===== src/rtl/fir_host_pkg.sv =====
// Shared definitions for the fir_array_host endpoint.
//   NIB_W     : width of one serial nibble on the array links
//   calc_nf() : frame length in nibbles for a given result width
//   nibble_t  : one nibble as carried on Xin/Yin/Xout/Yout
//   tx_state_e: transmit FSM states
package fir_host_pkg;

  localparam int NIB_W = 4;

  typedef logic [NIB_W-1:0] nibble_t;

  typedef enum logic [1:0] {
    IDLE,
    SEND,
    GAPW
  } tx_state_e;

  function automatic int calc_nf(input int y_w);
    return y_w / NIB_W;
  endfunction

endpackage


===== src/rtl/fir_host_fifo.sv =====
// Synchronous result FIFO for fir_array_host.
//   clk, reset : clock and synchronous active-high reset
//   push       : write push_data (dropped if full and not popping)
//   push_data  : word to store
//   pop        : remove the head word (ignored when empty)
//   head       : current head word, 0 while empty
//   full/empty : occupancy flags
//   drop       : a push was refused this cycle because the FIFO was full
module fir_host_fifo #(
  parameter int DEPTH = 2,
  parameter int WIDTH = 16
) (
  input  logic             clk,
  input  logic             reset,
  input  logic             push,
  input  logic [WIDTH-1:0] push_data,
  input  logic             pop,
  output logic [WIDTH-1:0] head,
  output logic             full,
  output logic             empty,
  output logic             drop
);

  localparam int AW = $clog2(DEPTH);

  // The extra MSB on each pointer tells full from empty when the indices match.
  logic [AW:0]      wr_ptr;
  logic [AW:0]      rd_ptr;
  logic [WIDTH-1:0] mem [DEPTH];
  logic             do_push;
  logic             do_pop;

  assign empty = (wr_ptr == rd_ptr);
  assign full  = (wr_ptr[AW] != rd_ptr[AW]) && (wr_ptr[AW-1:0] == rd_ptr[AW-1:0]);

  // A pop on an empty FIFO is ignored, so an empty push+pop is push only.
  // When full, a simultaneous pop frees the slot the push is about to reuse.
  assign do_pop  = pop && !empty;
  assign do_push = push && (!full || do_pop);
  assign drop    = push && full && !do_pop;

  // NOTE: sequential state uses non-blocking assignments so every register
  // samples pre-edge values regardless of statement order.
  always_ff @(posedge clk) begin
    if (reset) begin
      wr_ptr <= '0;
      rd_ptr <= '0;
    end else begin
      if (do_push) wr_ptr <= wr_ptr + (AW+1)'(1);
      if (do_pop)  rd_ptr <= rd_ptr + (AW+1)'(1);
    end
  end

  // NOTE: the storage array is deliberately not reset; the pointers alone
  // define which entries are valid, so clearing the data buys nothing.
  always_ff @(posedge clk) begin
    if (do_push) mem[wr_ptr[AW-1:0]] <= push_data;
  end

  assign head = empty ? '0 : mem[rd_ptr[AW-1:0]];

endmodule


===== src/rtl/fir_array_host.sv =====
// Host endpoint of the nibble-serial Rdy/Vld systolic FIR array.
//   s_valid/s_ready/s_data : parallel sample input (valid/ready)
//   arr_rdy/arr_xin/arr_yin: frame to the first PE (Yin is always 0)
//   arr_vld/arr_xout/arr_yout: frame from the last PE
//   m_valid/m_ready/m_data : parallel result output from the FIFO head
//   ovf  : sticky, a completed result was dropped on a full FIFO
//   ferr : sticky, an incoming frame ended before NF nibbles
// Frames are NF = Y_W/4 consecutive strobe cycles, least-significant nibble
// first. Y_W must give NF >= 2.
module fir_array_host
  import fir_host_pkg::*;
#(
  parameter int X_W   = 8,
  parameter int Y_W   = 16,
  parameter int GAP   = 1,
  parameter int DEPTH = 2
) (
  input  logic           clk,
  input  logic           reset,
  input  logic           s_valid,
  output logic           s_ready,
  input  logic [X_W-1:0] s_data,
  output logic           arr_rdy,
  output nibble_t        arr_xin,
  output nibble_t        arr_yin,
  input  logic           arr_vld,
  input  nibble_t        arr_xout,
  input  nibble_t        arr_yout,
  output logic           m_valid,
  input  logic           m_ready,
  output logic [Y_W-1:0] m_data,
  output logic           ovf,
  output logic           ferr
);

  localparam int NF     = calc_nf(Y_W);
  localparam int CNT_W  = (NF > 1) ? $clog2(NF) : 1;
  localparam int GCNT_W = (GAP > 1) ? $clog2(GAP) : 1;

  // ---------------- transmit ----------------
  tx_state_e          state;
  logic [CNT_W-1:0]   cnt;
  logic [GCNT_W-1:0]  gcnt;
  logic [Y_W-1:0]     tx_shift;   // nibbles still to send, next one at the bottom

  assign arr_yin = '0;

  always_ff @(posedge clk) begin
    if (reset) begin
      state    <= IDLE;
      cnt      <= '0;
      gcnt     <= '0;
      tx_shift <= '0;
      s_ready  <= 1'b0;
      arr_rdy  <= 1'b0;
      arr_xin  <= '0;
    end else begin
      case (state)
        IDLE: begin
          if (s_valid && s_ready) begin
            // Nibble 0 goes out next cycle; the zero-extended rest is queued.
            state    <= SEND;
            cnt      <= '0;
            s_ready  <= 1'b0;
            arr_rdy  <= 1'b1;
            arr_xin  <= s_data[NIB_W-1:0];
            tx_shift <= Y_W'(s_data) >> NIB_W;
          end else begin
            s_ready <= 1'b1;
          end
        end
        SEND: begin
          if (cnt == CNT_W'(NF - 1)) begin
            state   <= GAPW;
            gcnt    <= '0;
            arr_rdy <= 1'b0;
            arr_xin <= '0;
          end else begin
            cnt      <= cnt + CNT_W'(1);
            arr_xin  <= tx_shift[NIB_W-1:0];
            tx_shift <= tx_shift >> NIB_W;
          end
        end
        GAPW: begin
          if (gcnt == GCNT_W'(GAP - 1)) begin
            state   <= IDLE;
            s_ready <= 1'b1;
          end else begin
            gcnt <= gcnt + GCNT_W'(1);
          end
        end
        default: state <= IDLE;
      endcase
    end
  end

  // ---------------- receive ----------------
  logic [CNT_W-1:0]     rcnt;
  logic [Y_W-NIB_W-1:0] asm_q;      // first NF-1 nibbles, oldest at the bottom
  logic [Y_W-1:0]       frame_word; // complete word once the last nibble arrives
  logic                 push;
  logic                 drop;
  logic                 full;
  logic                 empty;

  assign frame_word = {arr_yout, asm_q};
  assign push       = arr_vld && (rcnt == CNT_W'(NF - 1));

  always_ff @(posedge clk) begin
    if (reset) begin
      rcnt  <= '0;
      asm_q <= '0;
      ferr  <= 1'b0;
      ovf   <= 1'b0;
    end else begin
      if (arr_vld) begin
        asm_q <= frame_word[Y_W-1:NIB_W];
        rcnt  <= push ? '0 : rcnt + CNT_W'(1);
        // The echoed sample is zero-padded above X_W, so those nibbles must
        // come back as zero from the last PE.
        if (int'(rcnt) >= X_W / NIB_W) assert (arr_xout == '0);
      end else if (rcnt != '0) begin
        ferr <= 1'b1;
        rcnt <= '0;
      end
      if (drop) ovf <= 1'b1;
    end
  end

  fir_host_fifo #(
    .DEPTH (DEPTH),
    .WIDTH (Y_W)
  ) u_fifo (
    .clk       (clk),
    .reset     (reset),
    .push      (push),
    .push_data (frame_word),
    .pop       (m_ready),
    .head      (m_data),
    .full      (full),
    .empty     (empty),
    .drop      (drop)
  );

  assign m_valid = !empty;

endmodule

===== config.mk =====
export PLATFORM = sky130hd
export DESIGN_NAME = fir_array_host
export DESIGN_NICKNAME = d
export VERILOG_FILES = /design/src/rtl/fir_host_pkg.sv /design/src/rtl/fir_host_fifo.sv /design/src/rtl/fir_array_host.sv
export SDC_FILE = /design/constraint.sdc
export NUM_CORES = 1
export LEC_CHECK = 0
export CORE_UTILIZATION = 40
export CTS_BUF_LIST = sky130_fd_sc_hd__clkbuf_4 sky130_fd_sc_hd__clkbuf_8 sky130_fd_sc_hd__clkbuf_16
export DETAILED_ROUTE_END_ITERATION = 7
export HOLD_SLACK_MARGIN = 0.08
export SYNTH_ARGS = -nofsm -noshare
export SYNTH_HDL_FRONTEND = slang
export SYNTH_SLANG_ARGS = --single-unit

===== constraint.sdc =====
create_clock -name clk -period 4.37 [get_ports clk]
set_clock_uncertainty 0.1 [all_clocks]
set_input_delay 1.311 -clock clk [delete_from_list [all_inputs] [get_ports clk]]
set_output_delay 1.311 -clock clk [all_outputs]
set_load 0.05 [all_outputs]

# Yosys cells after proc, flatten, opt, wreduce, memory -nomap -nowiden

Memory sizes are Yosys's and may differ from the RTL's. A register that Yosys moved wholly into a read port is not among the register bits.
Cells that the tools add are included.

Memories kept: 1
Output and inout bits: 29
Latch bits: 0
RAM bits: 32
Bits in registers: 47
Word-level logic and storage cells: 84
Input bits: 21
Memory bits (read-only): 0

Memory list:

| name       | depth | bits a word | rd ports | clocked after memory_dff | write ports | RTL line            | RTL |
|---|---|---|---|---|---|---|---|
| u_fifo.mem | 2     | 16          | 1        | 1                        | 1           | fir_host_fifo.sv:29 | `logic [WIDTH-1:0] mem [DEPTH];` |

$mul: 0
Reduce and logical (&&, ||, !) cells: 24
Shift-type cells: 0
Order comparisons: 0
Divide/modulo/power cells: 0
Bitwise logic cells: 1
Equal/unequal tests: 11
Multiplexer cells: 29
Add/sub/neg operators: 5

Operator list:

| kind                | count |
|---|---|
| $mux 16             | 3 |
| $pmux 16 s2         | 1 |
| $mux 2              | 8 |
| $reduce_bool 2->1   | 5 |
| $mux 1              | 9 |
| $reduce_and 3->1    | 3 |
| $add 2x1->2 const B | 4 |
| $mux 4              | 2 |
| $ne 2x2->1 const B  | 4 |
| $pmux 4 s2          | 1 |
| $reduce_and 2->1    | 4 |
| $logic_and 1x1->1   | 7 |
| $eq 2x2->1 const B  | 3 |
| $pmux 1 s2          | 3 |
| $pmux 2 s3          | 1 |
| $pmux 2 s2          | 1 |
| $logic_not 1->1     | 3 |
| $eq 2x1->1 const B  | 1 |
| $eq 2x2->1          | 1 |
| $logic_not 2->1     | 1 |
| $add 1x1->1 const B | 1 |
| $eq 1x1->1          | 1 |
| $logic_or 1x1->1    | 1 |
| $ne 1x1->1          | 1 |
| $not 1->1           | 1 |

# Longest topological paths before layout

Gate-level depths: netlist (run 1).

Word-level depth: 7
Depth in mapped cells: 5

# By module

A second synthesis (run 1) with hierarchy kept.

Cell total of the unflattened synthesis: 236
Area total of the unflattened synthesis: 2834.0 um^2

Modules (own cells, without submodules):

| module         | area an instance (um^2) | instances | cells each |
|---|---|---|---|
| fir_host_fifo  | 1519.0                  | 1         | 103 |
| fir_array_host | 1315.0                  | 1         | 133 |

# Least setup slack after synthesis (run 1)

Ideal clock, no wire load.

Path type: input port to flip-flop
Start point: in arr_vld
End point: mem u_fifo.mem[0][0], enable pin
Stages: 3
Setup time: 409 ps
Arrival: 2745 ps
Slack: 1115 ps
Cell sequence: buf_2 -> nand2_1 -> nor3_1

Cells in the longest elaborated chain, start to end: 4

Ends and longest elaborated chain:

| element                      | RTL line              | RTL |
|---|---|---|
| start: declaration           | fir_array_host.sv:26  | `input logic arr_vld,` |
| $logic_and 1x1->1            | fir_array_host.sv:107 | `assign push = arr_vld && (rcnt == CNT_W'(NF - 1));` |
| $logic_and 1x1->1            | fir_host_fifo.sv:39   | `assign do_push = push && (!full \|\| do_pop);` |
| $mux 1                       | fir_host_fifo.sv:57   | `if (do_push) mem[wr_ptr[AW-1:0]] <= push_data;` |
| $mux 1 (implied by the code) | fir_host_fifo.sv:57   |  |
| end: declaration             | fir_host_fifo.sv:29   |  |

Every way passes these cells.

# Final worst setup path (run 1)

Start point: reg u_fifo.rd_ptr[0]
End point: out m_data[12]

Cells in the longest elaborated chain, start to end: 2

Ends and longest elaborated chain:

| element                  | RTL line             | RTL |
|---|---|---|
| start: declaration       | fir_host_fifo.sv:28  | `logic [AW:0] rd_ptr;` |
| start signal: assignment | fir_host_fifo.sv:50  | `if (do_pop) rd_ptr <= rd_ptr + (AW+1)'(1);` |
| $eq 2x2->1               | fir_host_fifo.sv:33  | `assign empty = (wr_ptr == rd_ptr);` |
| $mux 16                  | fir_host_fifo.sv:60  | `assign head = empty ? '0 : mem[rd_ptr[AW-1:0]];` |
| end: declaration         | fir_array_host.sv:31 | `output logic [Y_W-1:0] m_data,` |

Every way passes these cells.

==> PnR_summary.wiki, run 1 <==
{| class="wikitable"
! Metric !! Value
|-
| Netlist cell types || 45
|-
| Start of the worst register-to-register path || u_fifo.rd_ptr[0]
|-
| Detailed route wirelength on metal2 || 2230 µm
|-
| Drt pass-1 iters || 6
|-
| Cell at the root of the clock tree || sky130_fd_sc_hd__clkbuf_8
|-
| H-tree lvl count || 3
|-
| Initial Utilization || 0.422
|-
| Gate Count Post-Synth || 230
|-
| Total power draw || 1.35 mW
|-
| Std-Cell Rows || 29
|-
| RSZ-0062 raised after global routing || no
|-
| Number of routed nets with antenna violations || 0
|-
| Slack of the critical path || 0.551 ns
|-
| Static leakage power || 1.23 nW
|-
| Met1 Wirelength || 2120 µm
|-
| Wire length after detailed routing || 4630 µm
|-
| Critical path startpoint || u_fifo.rd_ptr[0]
|-
| Largest net degree at the start of global routing || 30
|-
| Clock transition at path regs || 0.07 ns
|-
| Horiz. Die Dim || 84.7 µm
|-
| Layout net count || 300
|-
| Post-Syn Area per Cell || 11.9 µm²
|-
| Max clock buf depth || 2
|-
| CTS tree || built
|-
| Worst setup path class || flip-flop to primary output
|-
| Worst setup slack before clock tree synthesis || 0.873 ns
|-
| Iteration-0 DRC Markers || 58
|-
| Via count || 1783
|-
| Status || complete, but fails checks
|-
| Total setup buffers inserted after CTS || 0
|-
| Achievable clock frequency || 0.262 GHz
|-
| Slack of the worst reg-to-reg path || 2.60 ns
|-
| Number of register bits inferred by synthesis || 67
|-
| Critical R2R Capture || u_fifo.mem[0][2]
|-
| Start point of the worst hold path || asm_q[1]
|-
| Tightest Hold Check Type || flip-flop to flip-flop
|-
| Total overflow reported by the global router || 0
|-
| Top post-synthesis cells by area || sky130_fd_sc_hd__edfxtp_1 (35%), sky130_fd_sc_hd__dfxtp_1 (26%), sky130_fd_sc_hd__mux2i_1 (10%)
|-
| Power density relative to cell area || 397 nW/µm²
|-
| Top Ports || 50
|-
| Yosys Warn Count || 0
|-
| DIE HEIGHT || 84.7 µm
|-
| Worst setup EP type || primary output
|-
| Ys async rst share || 0
|-
| Number of design rule violations left after detail routing || 2
|-
| Overall track demand over capacity in global routing || 0.141
|-
| Highest ir drop seen on vdd || 0.183 mV
|-
| Area leader, netlist || sky130_fd_sc_hd__edfxtp_1
|-
| Ant diodes || 0
|-
| Number of instances resized during post-cts repair || 0
|-
| Netlist Area Pre-Place || 2740 µm²
|-
| Count of clock tree sinks || 67
|-
| Per-cell via count in the routed design || 4.98
|-
| Average wire per standard cell || 12.9 µm
|-
| Number of cells traversed by the worst register-to-register path || 4
|-
| Type of origin of the critical path || flip-flop
|-
| Met3 Routed Length || 186 µm
|-
| Worst Max-Slew Pin Slew || 0.514 ns
|-
| Required @ worst endpoint || 2.96 ns
|-
| CORE AREA || 6490 µm²
|-
| Relative max-transition margin || 0.655
|-
| Sequential element share of the synthesized area || 0.607
|-
| Clock insertion delay at the later pin of the skew report || 0.33 ns
|-
| Via count of the first global-routing pass || 1675
|-
| Critical path peak fanout || 9
|-
| PortBufs || 41
|-
| Count of max-cap constraint violations || 0
|-
| Final cycle utilization of the critical path || 0.874
|-
| DPL Wire Length || 3070 µm
|-
| P&R area growth vs syn || 24.7%
|-
| Cell count of the worst hold path || 0
|-
| Failing checks || DRC
|-
| Share of final-layout standard cells stronger than drive strength 1 || 0.121
|-
| CTS Hold Buffers Added || 0
|-
| Number of enable-type register cells in the synthesized netlist || 32
|-
| Arrival time at the worst endpoint || 2.41 ns
|-
| Full die area || 7180 µm²
|-
| Fraction of synthesized cell area taken by the top area cell type || 0.351
|-
| Uppermost metal layer occupied by signal nets || met4
|-
| Final-report hold violation count || 0
|-
| Setup violators final || 0
|-
| Synth Flop Type || sky130_fd_sc_hd__dfxtp_1
|-
| Final Wtd Congestion || 0.842
|-
| Min Hold Slack || 0.354 ns
|-
| Initial antenna violation count || 0
|-
| CTS Buf Count || 9
|-
| WHS Endpoint || u_fifo.mem[0][1]
|-
| First-pass GRT wire length || 7760 µm
|-
| Number of pins with negative max-slew slack in the final report || 0
|-
| Total negative slack for setup checks || 0 ns
|-
| Final critical-path required period || 3.82 ns
|}
synth_stat cells (2+ instances only):
cell type                   number
sky130_fd_sc_hd__nor2_1         37
sky130_fd_sc_hd__dfxtp_1        35
sky130_fd_sc_hd__edfxtp_1       32
sky130_fd_sc_hd__mux2i_1        28
sky130_fd_sc_hd__a21oi_1        10
sky130_fd_sc_hd__nand2_1         9
sky130_fd_sc_hd__inv_1           8
sky130_fd_sc_hd__buf_2           6
sky130_fd_sc_hd__nor3_1          6
sky130_fd_sc_hd__a2111oi_0       4
sky130_fd_sc_hd__buf_4           4
sky130_fd_sc_hd__nor4bb_1        4
sky130_fd_sc_hd__o2bb2ai_1       4
sky130_fd_sc_hd__ha_1            3
sky130_fd_sc_hd__nand2b_1        3
sky130_fd_sc_hd__nand3b_1        3
sky130_fd_sc_hd__and3b_1         2
sky130_fd_sc_hd__clkbuf_1        2
sky130_fd_sc_hd__mux2_2          2
sky130_fd_sc_hd__o21ai_0         2
sky130_fd_sc_hd__o221a_2         2
how the worst max path moves through the flow:
stage                             endpoint  slack [ns]
final                           m_data[12]        0.55
after global routing             m_data[9]        0.36
after CTS                       m_data[12]        0.50
after detailed placement        m_data[12]        0.87
after global placement          m_data[12]        0.90
after floorplan           u_fifo.mem[0][0]        1.12
final cells by class:
type                       instances  area (µm²)
timing repair buffer              47         455
inverter                           9        33.8
fill                             581        3080
tap                               77        96.3
clock buffer                      10         131
clock inverter                     6        65.1
sequential                        67        1660
multi-input combinational        142         972
through the flow:
| step | cell area, µm² | instances | util |
|---|---|---|---|
| 2_1_floorplan | 2750 | 233 | - |
| 3_3_place_gp | 3220 | 342 | 0.496 |
| 3_5_place_dp | 3220 | 342 | 0.496 |
| 4_1_cts | 3420 | 358 | 0.526 |
| 5_1_grt | 3420 | 358 | 0.526 |
| 6_report | 3420 | 358 | 0.526 |
critical path, stage by stage (launching register included):
cell                              delay (ns)
sky130_fd_sc_hd__dfxtp_1                0.46
sky130_fd_sc_hd__xor2_1                 0.34
sky130_fd_sc_hd__nor2_2                 0.17
sky130_fd_sc_hd__buf_4                  0.20
sky130_fd_sc_hd__nor2_1                 0.11
sky130_fd_sc_hd__clkdlybuf4s50_1        0.81
sequential cells by signal (all words and copies together) (netlist names), named ones only:
| register | cells |
|---|---|
| u_fifo.mem | 32 |
| asm_q | 12 |
| arr_xin | 4 |
| tx_shift | 4 |
| cnt | 2 |
| rcnt | 2 |
| state | 2 |
| u_fifo.rd_ptr | 2 |
| u_fifo.wr_ptr | 2 |
| arr_rdy | 1 |
| ferr | 1 |
| ovf | 1 |
| s_ready | 1 |
routing by layer:
metal  vias up  GRT usage
li1        914          -
met1       817      0.173
met2        44      0.228
met4         0     0.0832
met3         8     0.0324
met5         -          0
logic make-up (layout without fill, tap and decap cells):
family          after synthesis  in the layout  share of synthesized area
flops                        67             67                      0.607
fa+ha+maj                     3              3                     0.0137
mux                          30             30                      0.111
buf+inv                      24             72                     0.0443
simple gates                 72             72                      0.131
compound gates               31             31                     0.0831
xor+xnor                      2              2                    0.00914
other cells                   1              4                    0.00137
cells in the final DEF, fill, tap and decap left out, types with 2 or more instances in the layout:
cell	n
sky130_fd_sc_hd__a21oi_1	10
sky130_fd_sc_hd__o21ai_0	2
sky130_fd_sc_hd__ha_1	3
sky130_fd_sc_hd__o221a_2	2
sky130_fd_sc_hd__o2bb2ai_1	4
sky130_fd_sc_hd__conb_1	4
sky130_fd_sc_hd__dfxtp_1	35
sky130_fd_sc_hd__and3b_1	2
sky130_fd_sc_hd__mux2_2	2
sky130_fd_sc_hd__edfxtp_1	32
sky130_fd_sc_hd__nand3b_1	3
sky130_fd_sc_hd__clkinv_2	2
sky130_fd_sc_hd__nor3_1	5
sky130_fd_sc_hd__a2111oi_0	4
sky130_fd_sc_hd__clkdlybuf4s50_1	41
sky130_fd_sc_hd__nor4bb_1	4
sky130_fd_sc_hd__mux2i_1	28
sky130_fd_sc_hd__buf_4	6
sky130_fd_sc_hd__clkbuf_8	9
sky130_fd_sc_hd__nand2_1	9
sky130_fd_sc_hd__inv_1	8
sky130_fd_sc_hd__nand2b_1	3
sky130_fd_sc_hd__nor2_1	37
where the power goes:
part	switching, mW	leakage [nW]	total, mW	internal [mW]
clock	0.234	0.100	0.505	0.271
combinational	0.0977	0.546	0.161	0.0630
sequential	0.0157	0.585	0.689	0.673
total	0.347	1.23	1.35	1.01
(Power assumes the default switching activity.)
==> run 2, diff against run 1 <==
--- a/config.mk
+++ b/config.mk
@@ -5,10 +5,13 @@
 export SDC_FILE = /design/constraint.sdc
 export NUM_CORES = 1
 export LEC_CHECK = 0
+export CAP_MARGIN = 20
 export CORE_UTILIZATION = 40
 export CTS_BUF_LIST = sky130_fd_sc_hd__clkbuf_4 sky130_fd_sc_hd__clkbuf_8 sky130_fd_sc_hd__clkbuf_16
+export CTS_CLUSTER_DIAMETER = 120
 export DETAILED_ROUTE_END_ITERATION = 7
 export HOLD_SLACK_MARGIN = 0.08
+export PLACE_DENSITY = 0.66
 export SYNTH_ARGS = -nofsm -noshare
 export SYNTH_HDL_FRONTEND = slang
 export SYNTH_SLANG_ARGS = --single-unit
==> constraint.sdc (replaced) <==
create_clock -name clk -period 3.1 [get_ports clk]
set_clock_uncertainty 0.1 [all_clocks]
set_input_delay 0.93 -clock clk [delete_from_list [all_inputs] [get_ports clk]]
set_output_delay 0.93 -clock clk [all_outputs]
set_load 0.05 [all_outputs]
==> run 2 against run 1 <==
Effect of this change:
- highest routed layer unchanged
- worst setup slack worse by 0.32 ns
- final cell count is the same
- total power grew 36%
- sequential cell count unchanged
- the flow still finishes with violations (DRC)
- final area grew 2.7%
- global-route usage up 0.91 points
==> PnR_summary.wiki, run 2 (synthesis gave the netlist of run 1 again) <==
{| class="wikitable"
! Metric !! Value
|-
| Leading cell types in the layout, fill and taps excluded || sky130_fd_sc_hd__nor2_1 (37), sky130_fd_sc_hd__dfxtp_1 (35), sky130_fd_sc_hd__edfxtp_1 (32)
|-
| Ordered cell list for the critical path || xor2_1 -> nor2_4 -> nor2_1 -> buf_12
|-
| RSZ-0062 raised after global routing || no
|-
| Total overflow reported by the global router || 0
|-
| End-of-flow core utilization || 0.540
|-
| Number of flip-flops in the largest register || 32
|-
| Via count || 1798
|-
| Min Hold Slack || 0.355 ns
|-
| Number of pins with negative max-slew slack in the final report || 0
|-
| Full die area || 7180 µm²
|-
| Horiz. Die Dim || 84.7 µm
|-
| Clock insertion delay at the later pin of the skew report || 0.34 ns
|-
| Achievable clock frequency || 0.349 GHz
|-
| Finished Layout Cells || 358
|-
| Start point of the worst hold path || asm_q[2]
|-
| Worst Path Buf+Inv || 1
|-
| Share of final-layout standard cells stronger than drive strength 1 || 0.181
|-
| Ant diodes || 0
|-
| Start of the worst register-to-register path || u_fifo.rd_ptr[0]
|-
| Worst Max-Slew Pin Slew || 0.561 ns
|-
| Arrival time at the worst endpoint || 1.84 ns
|-
| PortBufs || 41
|-
| Critical path startpoint || u_fifo.rd_ptr[0]
|-
| H-tree lvl count || 3
|-
| Most common library cell in the layout ignoring fill and taps || sky130_fd_sc_hd__nor2_1
|-
| Largest net degree at the start of global routing || 18
|-
| Number of design rule violations left after detail routing || 5
|-
| CTS tree || built
|-
| Master of the slowest instance on the critical path || sky130_fd_sc_hd__dfxtp_1
|-
| Power density relative to cell area || 526 nW/µm²
|-
| Failing checks || DRC
|-
| CP max stage delay || 0.49 ns
|-
| First-pass GRT wire length || 8120 µm
|-
| Via count of the first global-routing pass || 1722
|-
| Iteration-0 DRC Markers || 126
|-
| Top Ports || 50
|-
| Setup violators final || 0
|-
| Std-Cell Rows || 29
|-
| Area of placed instances || 3330 µm²
|-
| Total negative slack for setup checks || 0 ns
|-
| Initial antenna violation count || 0
|-
| CORE AREA || 6490 µm²
|-
| P&R area growth vs syn || 28.1%
|-
| CTS Buf Count || 9
|-
| Highest ir drop seen on vdd || 0.255 mV
|-
| Slack of the critical path || 0.232 ns
|-
| Final standard cell area without fillers || 3510 µm²
|-
| Layout net count || 300
|-
| Clock transition at path regs || 0.07 ns
|-
| Critical path peak fanout || 17
|-
| Worst setup path class || flip-flop to primary output
|-
| Per-cell via count in the routed design || 5.02
|-
| Worst setup EP type || primary output
|-
| Relative max-transition margin || 0.617
|-
| Average wire per standard cell || 13.2 µm
|-
| Number of routed nets with antenna violations || 0
|-
| Total power draw || 1.84 mW
|-
| Static leakage power || 1.28 nW
|-
| Category of cells accounting for the largest share of critical-path delay || flip-flops
|-
| DPL Wire Length || 3190 µm
|-
| Final-report hold violation count || 0
|-
| Drt pass-1 iters || 6
|-
| Final Wtd Congestion || 0.804
|-
| Max clock buf depth || 2
|-
| Type of origin of the critical path || flip-flop
|-
| Cell at the root of the clock tree || sky130_fd_sc_hd__clkbuf_8
|-
| Initial Utilization || 0.422
|-
| Count of clock tree sinks || 67
|-
| Final critical-path required period || 2.87 ns
|-
| DIE HEIGHT || 84.7 µm
|-
| Status || complete, but fails checks
|-
| Wire length after detailed routing || 4720 µm
|-
| Count of max-cap constraint violations || 0
|-
| Required @ worst endpoint || 2.07 ns
|-
| Overall track demand over capacity in global routing || 0.150
|-
| Number of placed instances, taps included || 342
|-
| Final cycle utilization of the critical path || 0.925
|-
| Worst setup slack before clock tree synthesis || 0.355 ns
|-
| Tightest Hold Check Type || flip-flop to flip-flop
|}
-- run 2: cell type report --
type / count / area [µm²]
Fill cell: 550 / 2990
Inverter: 9 / 33.8
Clock buffer: 9 / 124
Sequential cell: 67 / 1660
Multi-Input combinational cell: 142 / 977
Timing Repair Buffer: 47 / 563
Clock inverter: 7 / 52.6
Tap cell: 77 / 96.3
-- run 2: worst register-to-register path, stage by stage, from the launching register on --
cell and delay [ns]:
sky130_fd_sc_hd__dfxtp_1 0.49, sky130_fd_sc_hd__xor2_1 0.42, sky130_fd_sc_hd__nor3b_2 0.14, sky130_fd_sc_hd__nor3_2 0.16
sky130_fd_sc_hd__buf_4 0.27
-- run 2: routing by layer --
layer  vias up  part of all wire  global-route usage
li1        911                 -                   -
met1       837              0.44               0.168
met2        40              0.50               0.251
met3        10             0.040              0.0462
met4         0             0.024              0.0924
met5         -                 0                   0
-- run 2: power breakdown --
group | switching (mW) | internal, mW
logic | 0.144 | 0.0966
registers | 0.0204 | 0.949
clock network | 0.342 | 0.292
-- run 2: worst paths after layout --
path,endpoint,slack (ns),depth (start not counted)
max,m_data[9],0.23,4
min,u_fifo.mem[1][2],0.35,0
max reg2reg,u_fifo.mem[0][4],1.21,4
min reg2reg,u_fifo.mem[1][2],0.35,0
-- run 2: timing repair --
item                       4_1_cts  5_1_grt
buffers inserted                 0        0
setup endpoints to repair        1        0
gates resized for setup          1        0
hold buffers                     0        0
